File: src/rtl/comparator_search_engine_if.sv
// Handshake and comparator bundle between the search engine and its environment.
// The slave modport is the engine; the master modport is the controller/comparator side.
interface comparator_search_engine_if #(
    parameter int DATA_WIDTH = 32
);
    logic                  Start_In;
    logic [DATA_WIDTH-1:0] Lower_Bound_In;
    logic [DATA_WIDTH-1:0] Upper_Bound_In;
    logic [DATA_WIDTH-1:0] Probe_Out;
    logic                  A_Less_Than_B_In;
    logic                  A_Equal_To_B_In;
    logic                  A_Greater_Than_B_In;
    logic                  Busy_Out;
    logic                  Done_Out;
    logic                  Found_Out;
    logic [DATA_WIDTH-1:0] Result_Out;
    logic [5:0]            Iterations_Out;
    logic                  Error_Out;

    modport master (
        output Start_In, Lower_Bound_In, Upper_Bound_In,
        output A_Less_Than_B_In, A_Equal_To_B_In, A_Greater_Than_B_In,
        input  Probe_Out, Busy_Out, Done_Out, Found_Out, Result_Out, Iterations_Out, Error_Out
    );

    modport slave (
        input  Start_In, Lower_Bound_In, Upper_Bound_In,
        input  A_Less_Than_B_In, A_Equal_To_B_In, A_Greater_Than_B_In,
        output Probe_Out, Busy_Out, Done_Out, Found_Out, Result_Out, Iterations_Out, Error_Out
    );
endinterface

File: src/rtl/comparator_search_engine.sv
// Binary search of a hidden target through an external comparator driven by Probe_Out.
// Define COMPARATOR_FLAG_CHECK_EN to reject any comparator result that is not exactly one-hot.
module comparator_search_engine #(
    parameter int DATA_WIDTH = 32
) (
    input logic                        Clock_In,
    input logic                        Reset_N_In,
    comparator_search_engine_if.slave  bus
);
    // state  | meaning
    // IDLE   | waiting for Start_In, outputs of last search held
    // CHECK  | empty-range test, registers next probe midpoint
    // PROBE  | comparator settle cycle
    // EVAL   | sample flags, narrow lo/hi or finish
    // DONE   | one-cycle Done_Out pulse
    typedef enum logic [2:0] {S_IDLE, S_CHECK, S_PROBE, S_EVAL, S_DONE} state_t;

    localparam logic [DATA_WIDTH-1:0] ONE = {{(DATA_WIDTH-1){1'b0}}, 1'b1};

    state_t                state, state_nxt;
    logic [DATA_WIDTH-1:0] lo, hi, probe, result;
    logic [5:0]            iter;
    logic                  found, error_q;
    logic                  dec_eq, dec_lt, flag_err;
    logic [2:0]            flags;

    assign flags = {bus.A_Equal_To_B_In, bus.A_Less_Than_B_In, bus.A_Greater_Than_B_In};

    always_comb begin
        dec_eq   = 1'b0;
        dec_lt   = 1'b0;
        flag_err = 1'b0;
`ifdef COMPARATOR_FLAG_CHECK_EN
        // Case-equality so that X/Z on any flag falls through to the error path.
        if (flags === 3'b100)      dec_eq   = 1'b1;
        else if (flags === 3'b010) dec_lt   = 1'b1;
        else if (flags !== 3'b001) flag_err = 1'b1;
`else
        casez (flags)
            3'b1??:  dec_eq = 1'b1;
            3'b01?:  dec_lt = 1'b1;
            default: ;
        endcase
`endif
    end

    always_ff @(posedge Clock_In or negedge Reset_N_In) begin
        if (!Reset_N_In) state <= S_IDLE;
        else             state <= state_nxt;
    end

    always_comb begin
        state_nxt = state;
        case (state)
            S_IDLE:  if (bus.Start_In) state_nxt = S_CHECK;
            S_CHECK: state_nxt = (lo > hi) ? S_DONE : S_PROBE;
            S_PROBE: state_nxt = S_EVAL;
            S_EVAL: begin
                if (flag_err || dec_eq)  state_nxt = S_DONE;
                else if (dec_lt)         state_nxt = (probe == lo) ? S_DONE : S_CHECK;
                else                     state_nxt = (probe == hi) ? S_DONE : S_CHECK;
            end
            S_DONE:  state_nxt = S_IDLE;
            default: state_nxt = S_IDLE;
        endcase
    end

    always_comb begin
        bus.Busy_Out = 1'b0;
        bus.Done_Out = 1'b0;
        case (state)
            S_CHECK, S_PROBE, S_EVAL: bus.Busy_Out = 1'b1;
            S_DONE:                   bus.Done_Out = 1'b1;
            default: ;
        endcase
    end

    // Guards on probe==lo / probe==hi keep the bounds from wrapping at 0 and all-ones.
    always_ff @(posedge Clock_In or negedge Reset_N_In) begin
        if (!Reset_N_In) begin
            lo      <= '0;
            hi      <= '0;
            probe   <= '0;
            result  <= '0;
            iter    <= '0;
            found   <= 1'b0;
            error_q <= 1'b0;
        end else begin
            case (state)
                S_IDLE: if (bus.Start_In) begin
                    lo      <= bus.Lower_Bound_In;
                    hi      <= bus.Upper_Bound_In;
                    iter    <= '0;
                    found   <= 1'b0;
                    result  <= '0;
                    error_q <= 1'b0;
                end
                S_CHECK: if (lo <= hi) probe <= lo + ((hi - lo) >> 1);
                S_EVAL: begin
                    if (iter != 6'd63) iter <= iter + 6'd1;
                    if (flag_err) error_q <= 1'b1;
                    else if (dec_eq) begin
                        found  <= 1'b1;
                        result <= probe;
                    end else if (dec_lt) begin
                        if (probe != lo) hi <= probe - ONE;
                    end else if (probe != hi) begin
                        lo <= probe + ONE;
                    end
                end
                default: ;
            endcase
        end
    end

    assign bus.Probe_Out      = probe;
    assign bus.Found_Out      = found;
    assign bus.Result_Out     = result;
    assign bus.Iterations_Out = iter;
    assign bus.Error_Out      = error_q;
endmodule

File: src/flat_wrapper.sv
// flat-port wrapper written by rule: the top's interface ports become plain ports
module comparator_search_engine_flat 
#(
    parameter int DATA_WIDTH = 32
)
  (Clock_In, Reset_N_In, bus_Start_In, bus_Lower_Bound_In, bus_Upper_Bound_In, bus_A_Less_Than_B_In, bus_A_Equal_To_B_In, bus_A_Greater_Than_B_In, bus_Probe_Out, bus_Busy_Out, bus_Done_Out, bus_Found_Out, bus_Result_Out, bus_Iterations_Out, bus_Error_Out);
  comparator_search_engine_if #(.DATA_WIDTH(DATA_WIDTH)) bus_i ();
  input logic Clock_In;
  input logic Reset_N_In;
  input wire logic [$bits(bus_i.Start_In)-1:0] bus_Start_In;
  input wire logic [$bits(bus_i.Lower_Bound_In)-1:0] bus_Lower_Bound_In;
  input wire logic [$bits(bus_i.Upper_Bound_In)-1:0] bus_Upper_Bound_In;
  input wire logic [$bits(bus_i.A_Less_Than_B_In)-1:0] bus_A_Less_Than_B_In;
  input wire logic [$bits(bus_i.A_Equal_To_B_In)-1:0] bus_A_Equal_To_B_In;
  input wire logic [$bits(bus_i.A_Greater_Than_B_In)-1:0] bus_A_Greater_Than_B_In;
  output wire logic [$bits(bus_i.Probe_Out)-1:0] bus_Probe_Out;
  output wire logic [$bits(bus_i.Busy_Out)-1:0] bus_Busy_Out;
  output wire logic [$bits(bus_i.Done_Out)-1:0] bus_Done_Out;
  output wire logic [$bits(bus_i.Found_Out)-1:0] bus_Found_Out;
  output wire logic [$bits(bus_i.Result_Out)-1:0] bus_Result_Out;
  output wire logic [$bits(bus_i.Iterations_Out)-1:0] bus_Iterations_Out;
  output wire logic [$bits(bus_i.Error_Out)-1:0] bus_Error_Out;
  assign bus_i.Start_In = bus_Start_In;
  assign bus_i.Lower_Bound_In = bus_Lower_Bound_In;
  assign bus_i.Upper_Bound_In = bus_Upper_Bound_In;
  assign bus_i.A_Less_Than_B_In = bus_A_Less_Than_B_In;
  assign bus_i.A_Equal_To_B_In = bus_A_Equal_To_B_In;
  assign bus_i.A_Greater_Than_B_In = bus_A_Greater_Than_B_In;
  assign bus_Probe_Out = bus_i.Probe_Out;
  assign bus_Busy_Out = bus_i.Busy_Out;
  assign bus_Done_Out = bus_i.Done_Out;
  assign bus_Found_Out = bus_i.Found_Out;
  assign bus_Result_Out = bus_i.Result_Out;
  assign bus_Iterations_Out = bus_i.Iterations_Out;
  assign bus_Error_Out = bus_i.Error_Out;
  comparator_search_engine #(.DATA_WIDTH(DATA_WIDTH)) u_core (.Clock_In(Clock_In), .Reset_N_In(Reset_N_In), .bus(bus_i));
endmodule
File: config.mk
export PLATFORM = sky130hd
export DESIGN_NAME = comparator_search_engine_flat
export DESIGN_NICKNAME = d
export VERILOG_FILES = /design/src/rtl/comparator_search_engine_if.sv /design/src/rtl/comparator_search_engine.sv /design/src/flat_wrapper.sv
export SDC_FILE = /design/constraint.sdc
export NUM_CORES = 1
export LEC_CHECK = 0
export ABC_AREA = 0
export CAP_MARGIN = 30
export CORE_MARGIN = 5
export CORE_UTILIZATION = 35
export DETAILED_ROUTE_END_ITERATION = 8
export SYNTH_ARGS = -nofsm -noshare
export SYNTH_HDL_FRONTEND = slang
export SYNTH_SLANG_ARGS = --single-unit
File: constraint.sdc
create_clock -name Clock_In -period 3.9 [get_ports Clock_In]
set_input_delay 0.39 -clock Clock_In [delete_from_list [all_inputs] [get_ports Clock_In]]
set_output_delay 0.39 -clock Clock_In [all_outputs]
set_load 0.1 [all_outputs]
* Word level (Yosys, flattened, before mapping)
Cells that the tools add are included.
** Operators by class
- $add $sub $neg :: 5
- Order comparisons :: 2
- Equality and inequality tests :: 18
- Multiplexer cells :: 30
- Reduce and logical (&&, ||, !) cells :: 8
** Operator list (count)
- two-way mux 32 bit :: 10
- case mux 32 bit (2 select lines) :: 3
- == test 32 bit :: 2
- inequality test 32 bit :: 2
- adder 32 x 1 -> 32 bit (second input constant) :: 1
- adder 32 x 31 -> 32 bit :: 1
- greater-than comparator 32 bit :: 1
- <= comparator 32 bit :: 1
- subtractor 32 x 1 -> 32 bit (second input constant) :: 1
- subtractor 32 bit :: 1
- two-way mux 3 bit :: 6
- two-way mux 6 bit :: 2
- case mux 3 bit (4 select lines) :: 1
- case mux 6 bit (2 select lines) :: 1
- inequality test 2 x 1 -> 1 bit (second input constant) :: 5
- AND reduction 5 bit :: 2
- adder 6 x 1 -> 6 bit (second input constant) :: 1
- == test 3 x 2 -> 1 bit (second input constant) :: 2
- two-way mux 1 bit :: 6
- inequality test 2 bit (second input constant) :: 3
- inequality test 6 bit (second input constant) :: 1
- AND reduction 3 bit :: 2
- == test 3 x 1 -> 1 bit (second input constant) :: 1
- == test 3 bit (second input constant) :: 1
- other kinds (6) :: 6
** Storage, ports and cells
- Register bits :: 138
- Input bits :: 70
- Output and inout port bits :: 74
- Word-level logic and storage cells :: 70

* Depth between registers and ports, before layout
- Depth after elaboration :: 5
- Depth in mapped cells :: 22
- Depth with buffers taken out :: 22

* Worst setup path before layout
No wires, ideal clock.
- Path type :: flip-flop to flip-flop
- From :: reg u_core.hi[0]
- To :: reg u_core.probe[30] (netlist: u_core.bus.Probe_Out[30])
- Library setup time :: 136 ps
- Data arrival time :: 4037 ps
- Data required time :: 3764 ps
- Path slack :: -273 ps
- Cell stages (with the launch flop) :: 20
- Buffers on the path :: 0
- Period minus slack after synthesis :: 4173 ps
- Path through :: dfrtp_1 > inv_1 > ha_1 > inv_1 > fa_1 > a211oi_1 > o21a_1 > nor3b_1 > or2_1 > a311o_1 > nand3_1 > a21oi_1 > xor2_1 > ha_1 > a21o_1 > o41ai_2 > o21ai_1 > a311oi_1 > xor2_1 > o21ai_0
** Between the ends
- Cells in the longest elaborated chain, start to end :: 2
- Elaborated cells between the ends (all ways) :: 4
- Classes of those cells :: add/sub (2); order compare (1); reduce/logical (1)
** RTL lines
- start, declared :: RTL line comparator_search_engine.sv:21 : logic [DATA_WIDTH-1:0] lo, hi, probe, result;
- start signal, assigned :: RTL line comparator_search_engine.sv:92 : hi <= bus.Upper_Bound_In;
- start signal, assigned :: RTL line comparator_search_engine.sv:106 : if (probe != lo) hi <= probe - ONE;
- subtractor 32 bit or <= comparator 32 bit (tied branches) :: RTL line comparator_search_engine.sv:98 : S_CHECK: if (lo <= hi) probe <= lo + ((hi - lo) >> 1);
- adder 32 x 31 -> 32 bit or AND reduction 2 bit (tied branches)
- end signal, assigned :: RTL line comparator_search_engine.sv:98
- end, declared :: RTL line comparator_search_engine.sv:21
Several ways; a longest one is shown, not always the timed one.
A chain may end at the register's enable or synchronous reset.

* Final worst setup path
Ends and elaborated chain as after synthesis.

==> metrics.md <==
| Metric | Value |
|---|---|
| DRT iter0 DRCs | `842` |
| Die height | `186 um` |
| Skew-Pair Late Insertion Delay | `430 ps` |
| Nets | `1739` |
| Distinct cells, synth | `70` |
| RSZ-0062 raised after global routing | `true` |
| Multi-input logic area | `7230 um2` |
| Worst setup margin | `-326 ps` |
| Reg-to-Reg Start | `u_core.hi[0]$_DFFE_PN0P_` |
| Vias in the first global route | `10487` |
| Drt via density | `5.39` |
| Max-Cap Viols | `0` |
| Post-layout minimum cycle time | `4230 ps` |
| Num ports | `144` |
| Starting Density | `35.4%` |
| Dpl cell area | `13900 um2` |
| Clk buf depth | `2` |
| Fmax achieved | `0.237 GHz` |
| Fin area | `15000 um2` |
| Main synth FF type | `dfrtp_1` |
| Violated checks | `setup timing` |
| Initial antenna violation count | `0` |
| Post-Route WL | `39.6 mm` |
| Root buffer cell | `clkbuf_16` |
| Synthesized area | `10800 um2` |
| TritonRoute pass-1 iters | `5` |
| H-tree depth | `4` |
| Die Width | `186 um` |
| Largest net degree at the start of global routing | `99` |
| Global-route wire length before repair | `60.5 mm` |
| Register area | `3450 um2` |
| Worst Path Required | `4220 ps` |
| P&R area growth vs syn | `38.7%` |
| Setup_tns | `-1910 ps` |
| I/O Buffers | `141` |
| Final hold violations | `0` |
| CP startpoint kind | `flip-flop` |
| Syn. warnings | `0` |
| Dpl hpwl | `30.2 mm` |
| Slew headroom | `31.5%` |
| Most common cell after layout, fill and taps aside | `buf_4` |
| Clock sink count | `138` |
| Clock transition at path regs | `70 ps` |
| Filler cells | `2908` |
| Worst-Margin Slew | `1010 ps` |
| Routability Congestion | `0.903` |
| Slowest stage delay, CP | `400 ps` |
| Final setup violation count | `14` |
| Post-synth EDFFs | `0` |
| Synthesized instance count | `1308` |
| HP Class | `in2async` |
| Share of post-route cells with drive strength above 1 | `20.5%` |
| GRT Util Overall | `22.5%` |
| Post-DRT Antenna Nets | `0` |
| GR Overflow Total | `0` |
| Status | `complete, but fails checks` |
| Most frequent cells in the layout | `buf_4, nand2_1, clkdlybuf4s50_1` |
| Setup Skew | `12.2 ps` |
| Vias | `10834` |
| Tcrit/Tclk final | `108%` |
| Total CTS buffers | `17` |
| CP arrival | `4540 ps` |
| Worst R2R Path Depth | `20` |
| Sequential area share after synthesis | `31.9%` |
| # rows | `64` |
| Crit path max-delay cell type | `dfrtp_1` |
| TritonCTS clock tree | `yes` |
| Syn avg cell area | `8.29 um2` |
| WS Path Type | `reg2reg` |
| CORE AREA | `30600 um2` |
| #FFs+latches synth | `138` |
| Flop-to-flop setup slack | `-330 ps` |
| ANT cells | `0` |
| Max-slew violations | `0` |
| Maximum fanout along the worst path | `5` |
| CP Launch Point | `u_core.hi[0]$_DFFE_PN0P_` |
| Routed wire per std cell | `19.7 um` |
| Drt drc | `0` |
| Ys async rst share | `100%` |
| FF-to-FF End | `u_core.bus.Probe_Out[30]$_DFFE_PN0P_` |
| Crit end category | `flip-flop` |
| Total Die Area | `34600 um2` |
| Mapped Nets | `1447` |
| CP most frequent cell | `a21o_1` |
| Critical-path cell list | `inv_2, ha_4, inv_2, fa_2, a211oi_2, o21a_1, nor3b_2, or2_4, a21oi_1, xnor2_1, ha_1, a21o_1, a21o_1, a21o_1, o41ai_4, buf_4, o21ai_4, a311oi_2, xor2_1, o21ai_1` |
kinds of logic after synthesis:
family	count (synthesis)	synth area share [%]
compound gates	371	21.0
simple gates	412	18.9
buf+inv	130	4.86
xor+xnor	176	14.2
fa+ha+maj	69	8.10
other cells	1	0.0346
mux	11	1.05
flops	138	31.9
state kept, by name, summed over array words and instances (netlist names):
name and count:
u_core.hi 32, u_core.bus.Iterations_Out 6, u_core.bus.Probe_Out 32, u_core.bus.Found_Out 1, u_core.lo 32, u_core.bus.Result_Out 32, u_core.state 3
area by class of cell:
cell class | count | area share [%]
clock inverter | 12 | 0.840
tap | 396 | 3.30
multi-input combinational | 1040 | 48.1
sequential | 138 | 23.0
clock buffer | 20 | 3.04
timing repair buffer | 353 | 20.5
inverter | 50 | 1.25
critical path: cells and delay by family (launching register included):
kind                     cells  cell delay (ps)
buffers and inverters        3              310
AO/OA/AOI/OAI               10             1950
adder cells (fa/ha/maj)      3              760
flip-flops                   1              400
AND/OR/NAND/NOR              2              380
XOR/XNOR                     2              330
routing by layer:
layer	up-vias	track usage, %	routed length [um]
li1	5183	-	-
met1	5256	32.5	18300
met2	338	35.7	18200
met3	57	2.09	2030
met4	0	7.37	1100
met5	-	0	0
worst max path at each step:
stage	cells after the start	end	slack [ps]
after CTS	21	u_core.bus.Probe_Out[30]$_DFFE_PN0P_	-260
final	20	u_core.bus.Probe_Out[30]$_DFFE_PN0P_	-330
after global routing	25	u_core.bus.Probe_Out[20]$_DFFE_PN0P_	-480
after detailed placement	21	u_core.bus.Probe_Out[24]$_DFFE_PN0P_	-450
after floorplan	20	u_core.bus.Probe_Out[30]$_DFFE_PN0P_	-110
after global placement	20	u_core.bus.Probe_Out[30]$_DFFE_PN0P_	-290
stage by stage:
stage                     util, %  setup WS, ps  instances  hold WS, ps
after floorplan                 -          -109       1308         94.4
after global placement       45.4          -295       1948          465
after CTS                    48.2          -259       1996         99.9
after global routing         49.2          -475       2009          334
after detailed placement     45.4          -450       1948          472
final                        49.2          -326       2009          325
cells in the mapped netlist (4+ instances only):
master    count  area share [%]
nor4_1        8            0.46
o21ai_0     109             5.0
nand3b_1      6            0.42
buf_2        10            0.46
a211oi_1     14            0.97
a31oi_1       7            0.40
o31ai_1       5            0.35
nand2b_1      7            0.40
nand3_1      22             1.0
o21bai_1      9            0.62
a21o_1       34             2.4
xor2_1       52             4.2
mux2i_1       8            0.74
nand4_1      41             2.4
xnor2_1     124              10
buf_1         4            0.14
a22o_1       32             2.6
and2_1        7            0.40
ha_1         67             7.7
nor2_1       97             3.4
nand2_1     150             5.2
nor3b_1       4            0.28
and3_1        7            0.40
o21a_1        8            0.55
or3_1         7            0.40
nor2b_1       8            0.46
dfrtp_1     138              32
nor3_1       20            0.92
o21ai_1      17            0.79
clkbuf_1     62             2.1
a21oi_1     107             4.9
inv_1        50             1.7
and4_1        4            0.32
o211ai_1      6            0.42
what timing repair did:
action | in CTS | in global routing
setup endpoints to repair | 13 | 18
pin swaps | 23 | 33
buffers inserted | 19 | 12
hold endpoints to repair | 0 | 6
gates resized for setup | 40 | 42
hold buffers | 0 | 1
Power is left out: the tool's default activity adds up to more than one toggle a clock period on the data nets, which glitch-free logic cannot reach.
